**src/rtl/cache_axi_pkg.sv**
```systemverilog
// Shared types and constants for the cache-side AXI read path.
// Holds read-type codes, FSM states, owner encoding and AR field mapping.
package cache_axi_pkg;

    localparam logic [2:0] RD_TYPE_BYTE = 3'b000;
    localparam logic [2:0] RD_TYPE_HALF = 3'b001;
    localparam logic [2:0] RD_TYPE_WORD = 3'b010;
    localparam logic [2:0] RD_TYPE_LINE = 3'b100;

    localparam logic [1:0] AXI_BURST_INCR = 2'b01;

    typedef enum logic [1:0] {
        IDLE = 2'd0,
        AR   = 2'd1,
        R    = 2'd2
    } rd_state_e;

    typedef enum logic {
        OWNER_I = 1'b0,
        OWNER_D = 1'b1
    } owner_e;

    // A line is a 4-beat burst; everything else is a single beat.
    function automatic logic [7:0] rd_arlen(input logic [2:0] t);
        return (t == RD_TYPE_LINE) ? 8'd3 : 8'd0;
    endfunction

    // 011 folds onto word; 1xx (line and reserved codes) are word-sized beats.
    function automatic logic [2:0] rd_arsize(input logic [2:0] t);
        if (t[2] || t[1]) begin
            return 3'd2;
        end
        return {2'b00, t[0]};
    endfunction

endpackage

```
**src/rtl/rd_grant2.sv**
```systemverilog
// Two-way grant for icache/dcache read requests plus the rr pointer.
// Ports: clk_i, rst_i (async, active-high), en_i (arbiter idle),
//   i_req_i, d_req_i requests, update_i accept handshake,
//   i_gnt_o, d_gnt_o combinational grants.
// Build option AXI_RD_ARB_RR_EN: round robin; otherwise dcache wins.
module rd_grant2
    import cache_axi_pkg::*;
(
    input  logic clk_i,
    input  logic rst_i,
    input  logic en_i,
    input  logic i_req_i,
    input  logic d_req_i,
    input  logic update_i,
    output logic i_gnt_o,
    output logic d_gnt_o
);

    owner_e win;

`ifdef AXI_RD_ARB_RR_EN
    // last_q holds the most recently granted owner; the other one
    // wins the next tie.
    owner_e last_q;
    owner_e last_d;

    always_comb begin
        if (i_req_i && d_req_i) begin
            win = (last_q == OWNER_I) ? OWNER_D : OWNER_I;
        end else begin
            win = d_req_i ? OWNER_D : OWNER_I;
        end
    end

    always_comb begin
        last_d = last_q;
        if (update_i) begin
            last_d = win;
        end
    end

    always_ff @(posedge clk_i or posedge rst_i) begin
        if (rst_i) begin
            last_q <= OWNER_I;
        end else begin
            last_q <= last_d;
        end
    end
`else
    assign win = d_req_i ? OWNER_D : OWNER_I;

    logic unused_ok;
    assign unused_ok = ^{clk_i, rst_i, update_i};
`endif

    assign i_gnt_o = en_i && i_req_i && (win == OWNER_I);
    assign d_gnt_o = en_i && d_req_i && (win == OWNER_D);

endmodule

```
**src/rtl/axi_rd_arbiter.sv**
```systemverilog
// Shares one AXI AR/R channel between icache and dcache refill ports,
// one transaction outstanding. Ports: clock/reset, i_* and d_* cache
// request/return ports, AXI AR/R master ports, sticky burst_err.
// Build option AXI_RD_ARB_RR_EN selects round-robin arbitration.
module axi_rd_arbiter
    import cache_axi_pkg::*;
#(
    parameter int ID_WIDTH   = 4,
    parameter int DATA_WIDTH = 32,
    parameter int INST_ID    = 0,
    parameter int DATA_ID    = 1
) (
    input  logic                  clock,
    input  logic                  reset,

    input  logic                  i_rd_req,
    input  logic [2:0]            i_rd_type,
    input  logic [31:0]           i_rd_addr,
    output logic                  i_rd_rdy,
    output logic                  i_ret_valid,
    output logic                  i_ret_last,
    output logic [DATA_WIDTH-1:0] i_ret_data,

    input  logic                  d_rd_req,
    input  logic [2:0]            d_rd_type,
    input  logic [31:0]           d_rd_addr,
    output logic                  d_rd_rdy,
    output logic                  d_ret_valid,
    output logic                  d_ret_last,
    output logic [DATA_WIDTH-1:0] d_ret_data,

    output logic [ID_WIDTH-1:0]   arid,
    output logic [31:0]           araddr,
    output logic [7:0]            arlen,
    output logic [2:0]            arsize,
    output logic [1:0]            arburst,
    output logic [1:0]            arlock,
    output logic [3:0]            arcache,
    output logic [2:0]            arprot,
    output logic                  arvalid,
    input  logic                  arready,

    input  logic [ID_WIDTH-1:0]   rid,
    input  logic [DATA_WIDTH-1:0] rdata,
    input  logic [1:0]            rresp,
    input  logic                  rlast,
    input  logic                  rvalid,
    output logic                  rready,

    output logic                  burst_err
);

    rd_state_e   state_q, state_d;
    owner_e      owner_q, owner_d;
    logic [31:0] addr_q, addr_d;
    logic [2:0]  type_q, type_d;
    logic [1:0]  cnt_q, cnt_d;
    logic        err_q, err_d;

    logic gnt_i;
    logic gnt_d;
    logic accept;
    logic own_i_r;
    logic own_d_r;

    // Grants are suppressed while reset is held so no rdy leaks out.
    rd_grant2 u_grant (
        .clk_i    (clock),
        .rst_i    (reset),
        .en_i     ((state_q == IDLE) && !reset),
        .i_req_i  (i_rd_req),
        .d_req_i  (d_rd_req),
        .update_i (accept),
        .i_gnt_o  (gnt_i),
        .d_gnt_o  (gnt_d)
    );

    assign i_rd_rdy = gnt_i;
    assign d_rd_rdy = gnt_d;

    assign arid    = (owner_q == OWNER_D) ? ID_WIDTH'(DATA_ID)
                                          : ID_WIDTH'(INST_ID);
    assign araddr  = addr_q;
    assign arlen   = rd_arlen(type_q);
    assign arsize  = rd_arsize(type_q);
    assign arburst = AXI_BURST_INCR;
    assign arlock  = 2'b00;
    assign arcache = 4'b0000;
    assign arprot  = 3'b000;

    assign own_i_r = (state_q == R) && (owner_q == OWNER_I);
    assign own_d_r = (state_q == R) && (owner_q == OWNER_D);

    assign i_ret_valid = own_i_r && rvalid;
    assign i_ret_last  = own_i_r && rlast;
    assign i_ret_data  = own_i_r ? rdata : '0;
    assign d_ret_valid = own_d_r && rvalid;
    assign d_ret_last  = own_d_r && rlast;
    assign d_ret_data  = own_d_r ? rdata : '0;

    assign burst_err = err_q;

    always_comb begin
        state_d = state_q;
        owner_d = owner_q;
        addr_d  = addr_q;
        type_d  = type_q;
        cnt_d   = cnt_q;
        err_d   = err_q;
        accept  = 1'b0;
        arvalid = 1'b0;
        rready  = 1'b0;
        unique case (state_q)
            IDLE: begin
                if (gnt_i || gnt_d) begin
                    accept  = 1'b1;
                    owner_d = gnt_d ? OWNER_D : OWNER_I;
                    addr_d  = gnt_d ? d_rd_addr : i_rd_addr;
                    type_d  = gnt_d ? d_rd_type : i_rd_type;
                    state_d = AR;
                end
            end
            AR: begin
                arvalid = 1'b1;
                if (arready) begin
                    cnt_d   = 2'd0;
                    state_d = R;
                end
            end
            R: begin
                rready = 1'b1;
                if (rvalid) begin
                    cnt_d = cnt_q + 2'd1;
                    // rlast must coincide exactly with the final beat.
                    if (rlast != (cnt_q == arlen[1:0])) begin
                        err_d = 1'b1;
                    end
                    if (rlast) begin
                        state_d = IDLE;
                    end
                end
            end
            default: state_d = IDLE;
        endcase
    end

    always_ff @(posedge clock or posedge reset) begin
        if (reset) begin
            state_q <= IDLE;
            owner_q <= OWNER_I;
            addr_q  <= 32'd0;
            type_q  <= RD_TYPE_BYTE;
            cnt_q   <= 2'd0;
            err_q   <= 1'b0;
        end else begin
            state_q <= state_d;
            owner_q <= owner_d;
            addr_q  <= addr_d;
            type_q  <= type_d;
            cnt_q   <= cnt_d;
            err_q   <= err_d;
        end
    end

    logic unused_ok;
    assign unused_ok = ^{rid, rresp};

endmodule

```
**config.mk**
```make
export PLATFORM = sky130hd
export DESIGN_NAME = axi_rd_arbiter
export DESIGN_NICKNAME = d
export VERILOG_FILES = /design/src/rtl/cache_axi_pkg.sv /design/src/rtl/rd_grant2.sv /design/src/rtl/axi_rd_arbiter.sv
export SDC_FILE = /design/constraint.sdc
export NUM_CORES = 1
export LEC_CHECK = 0
export ABC_AREA = 1
export BUFFER_PORTS_ARGS = -buffer_cell sky130_fd_sc_hd__buf_2
export CAP_MARGIN = 25
export CELL_PAD_IN_SITES_DETAIL_PLACEMENT = 1
export CELL_PAD_IN_SITES_GLOBAL_PLACEMENT = 1
export CORE_MARGIN = 2
export CORE_UTILIZATION = 25
export CTS_BUF_LIST = sky130_fd_sc_hd__clkbuf_4
export CTS_CLUSTER_SIZE = 10
export DETAILED_ROUTE_END_ITERATION = 8
export HOLD_SLACK_MARGIN = 0.15
export PLACE_DENSITY_LB_ADDON = 0.1
export SLEW_MARGIN = 10
export SYNTH_ARGS = -nofsm -noshare
export SYNTH_HDL_FRONTEND = slang
export SYNTH_HIERARCHICAL = 1
export SYNTH_SLANG_ARGS = --single-unit
```
**constraint.sdc**
```tcl
create_clock -name clock -period 3.85 [get_ports clock]
set_input_delay 0.77 -clock clock [delete_from_list [all_inputs] [get_ports clock]]
set_output_delay 0.77 -clock clock [all_outputs]
set_load 0.02 [all_outputs]
```
==> results.toml <==
[outcome]
outcome = "completed"

[detailed_routing]
wl_per_cell_um = 13.4
drt_iter0_drc = 110
antenna_left = 0
route.detailed.drc = 0
routed_wl_um = 9580
post_drt_via_cell_ratio = 4.21
vias = 3021
drtPass1Iterations = 4

[clock_tree]
clkTransAtPathRegs_ns = 0.12
cts-resized-gates = 0
cts_root_buf = "clkbuf_4"
tritoncts.num_buffers = 5
postCtsSetupRepairBufs = 0
clock-sinks = 41
hold_buffers = 0
cts_buffer_depth = 2
h-tree-depth = 2
cts_tree = "done"
clock_latency_ns = 0.34

[layout]
final_common_cell = "buf_2"
antennaDiodeCount = 0
final_cell_mix = "buf_2, nor2_1, nand2_1"
syn2layout_area_growth_pct = 42.0
drive_above_1_share = 0.410
design_area_mm2 = 0.00369
final_core_utilization = 0.361
final_cells = 717
nets = 697

[sta]
fin_ws_ns = 1.06
period_share = 0.725
skew_ns = 0.0135
rsz0062_at_grt = "no"
tns_ns = 0
hold_viol = 0
finalCriticalPeriod_ns = 2.79
worstMarginPinSlew_ns = 0.855
whs_ns = 0.337
setup_violations = 0
relSlewSlack = 0.430
timing.fmax_mhz = 358
finalMaxSlewViolations = 0

[power_and_ir_drop]
p_leak_nw = 2.29
power.total_mw = 2.46
p_per_area_mw_per_mm2 = 665
ir_worst_vdd_mv = 0.236

[global_routing]
grt_pass1_wl_um = 14900
grt_max_degree = 72
grt_usage = 0.163
gr-total-overflow = 0
grt_pass1_vias = 3034
antenna_found_initial = 1

[worst_setup_path]
crit_path_max_fanout = 13
path_cells = "inv_1 -> nand2_2 -> nor2_1 -> nand2_1 -> inv_1 -> buf_4 -> buf_2"
critPathMaxStageDelay_ns = 0.40
crit_type = "reg -> out"
arrival_ns = 2.02
start_kind = "register"
cpMostUsedCell = "inv_1"
rr_worst_depth = 8
worstPathRequired_ns = 3.08
slowest_stage = "dfrtp_1"
cp-end-kind = "output pin"

[die]
die_width_um = 106
start_util = 0.254
die_h_um = 106
rows = 37
core_mm2 = 0.0102
io_pins = 246
die_area_mm2 = 0.0112

[place]
io_buffers = 218
placed_area_mm2 = 0.00363
hpwlAfterDp_um = 7490
placed_cells = 710
dpl_worst_slack_ns = 1.12
gp_congestion = 0.759

[synthesis]
syn_area_mm2 = 0.00260
ys_ff_latch = 41
syn_inst = 376
ys_top_cells_by_area = "dfrtp_1, nor2_1, nand2_1, a31oi_1, buf_4"
synth_cell_types = 21
synth_warnings = 6
yosysSeqAreaShare = 0.395
yosysTopAreaCell = "dfrtp_1"
synth_top_area_frac = 0.395
synth_area_per_cell_um2 = 6.91

[run]
maxCapViolations = 0

[min_path]
min_path_type = "in -> async"
## state kept, by name (all words and copies together), names as in the netlist
register	flops
burst_err	1
owner_q	1
cnt_q	2
araddr	32
state_q	2
type_q	3
## metal layers
layer  global-route usage  share of wire  vias to the layer above
met5                    0              0                        -
met4               0.0423          0.014                        0
met3               0.0521          0.095                       10
met2                0.311           0.52                      139
met1                0.173           0.37                     1358
li1                     -              -                     1514
## worst paths after layout
| path | end | slack (ns) | start |
|---|---|---|---|
| worst min register to register | burst_err | 0.48 | burst_err |
| worst max-delay path | d_rd_rdy | 1.06 | state_q[1] |
| worst max register to register | araddr[23] | 1.42 | state_q[1] |
| max in group asynchronous | araddr[13] | 3.05 | reset |
| worst min-delay path | state_q[0] | 0.34 | reset |
| min in group clock | burst_err | 0.48 | burst_err |
## worst max-delay path: cells and delay by family, from the launching register on
kind	cells	cell delay [ns]
and+or+nand+nor	3	0.35
DFF	1	0.40
buffers and inverters	4	0.92
## cells in the mapped netlist
| cell type | count |
|---|---|
| nor2_1 | 110 |
| nand2_1 | 84 |
| inv_1 | 44 |
| dfrtp_1 | 41 |
| a31oi_1 | 35 |
| buf_4 | 24 |
| buf_6 | 10 |
| buf_2 | 6 |
| clkbuf_1 | 3 |
| nand2_2 | 3 |
| nand3_1 | 3 |
| conb_1 | 2 |
| nor2_2 | 2 |
| o22ai_1 | 2 |
| a21oi_1 | 1 |
| clkinv_1 | 1 |
| mux2i_1 | 1 |
| nor2_4 | 1 |
| nor2_8 | 1 |
| o21ai_0 | 1 |
| or2_2 | 1 |
## final cells by class
cell class / count / area (um^2)
Clock buffer: 5 / 37.5
Clock inverter: 1 / 5.00
Fill cell: 1387 / 6540
Inverter: 45 / 169
Multi-Input combinational cell: 266 / 1140
Sequential cell: 41 / 1030
Tap cell: 136 / 170
Timing Repair Buffer: 223 / 1140
## power breakdown
| part | switching [mW] | internal [mW] |
|---|---|---|
| clock | 0.140 | 0.0637 |
| combinational | 1.02 | 0.479 |
| sequential | 0.114 | 0.640 |
## kinds of logic after synthesis
logic type | after synthesis | synth area share
compound gates | 39 | 0.0929
buf+inv | 88 | 0.193
flops | 41 | 0.395
mux | 1 | 0.00385
other cells | 2 | 0.00289
simple gates | 205 | 0.312
(Power assumes the default switching activity.)
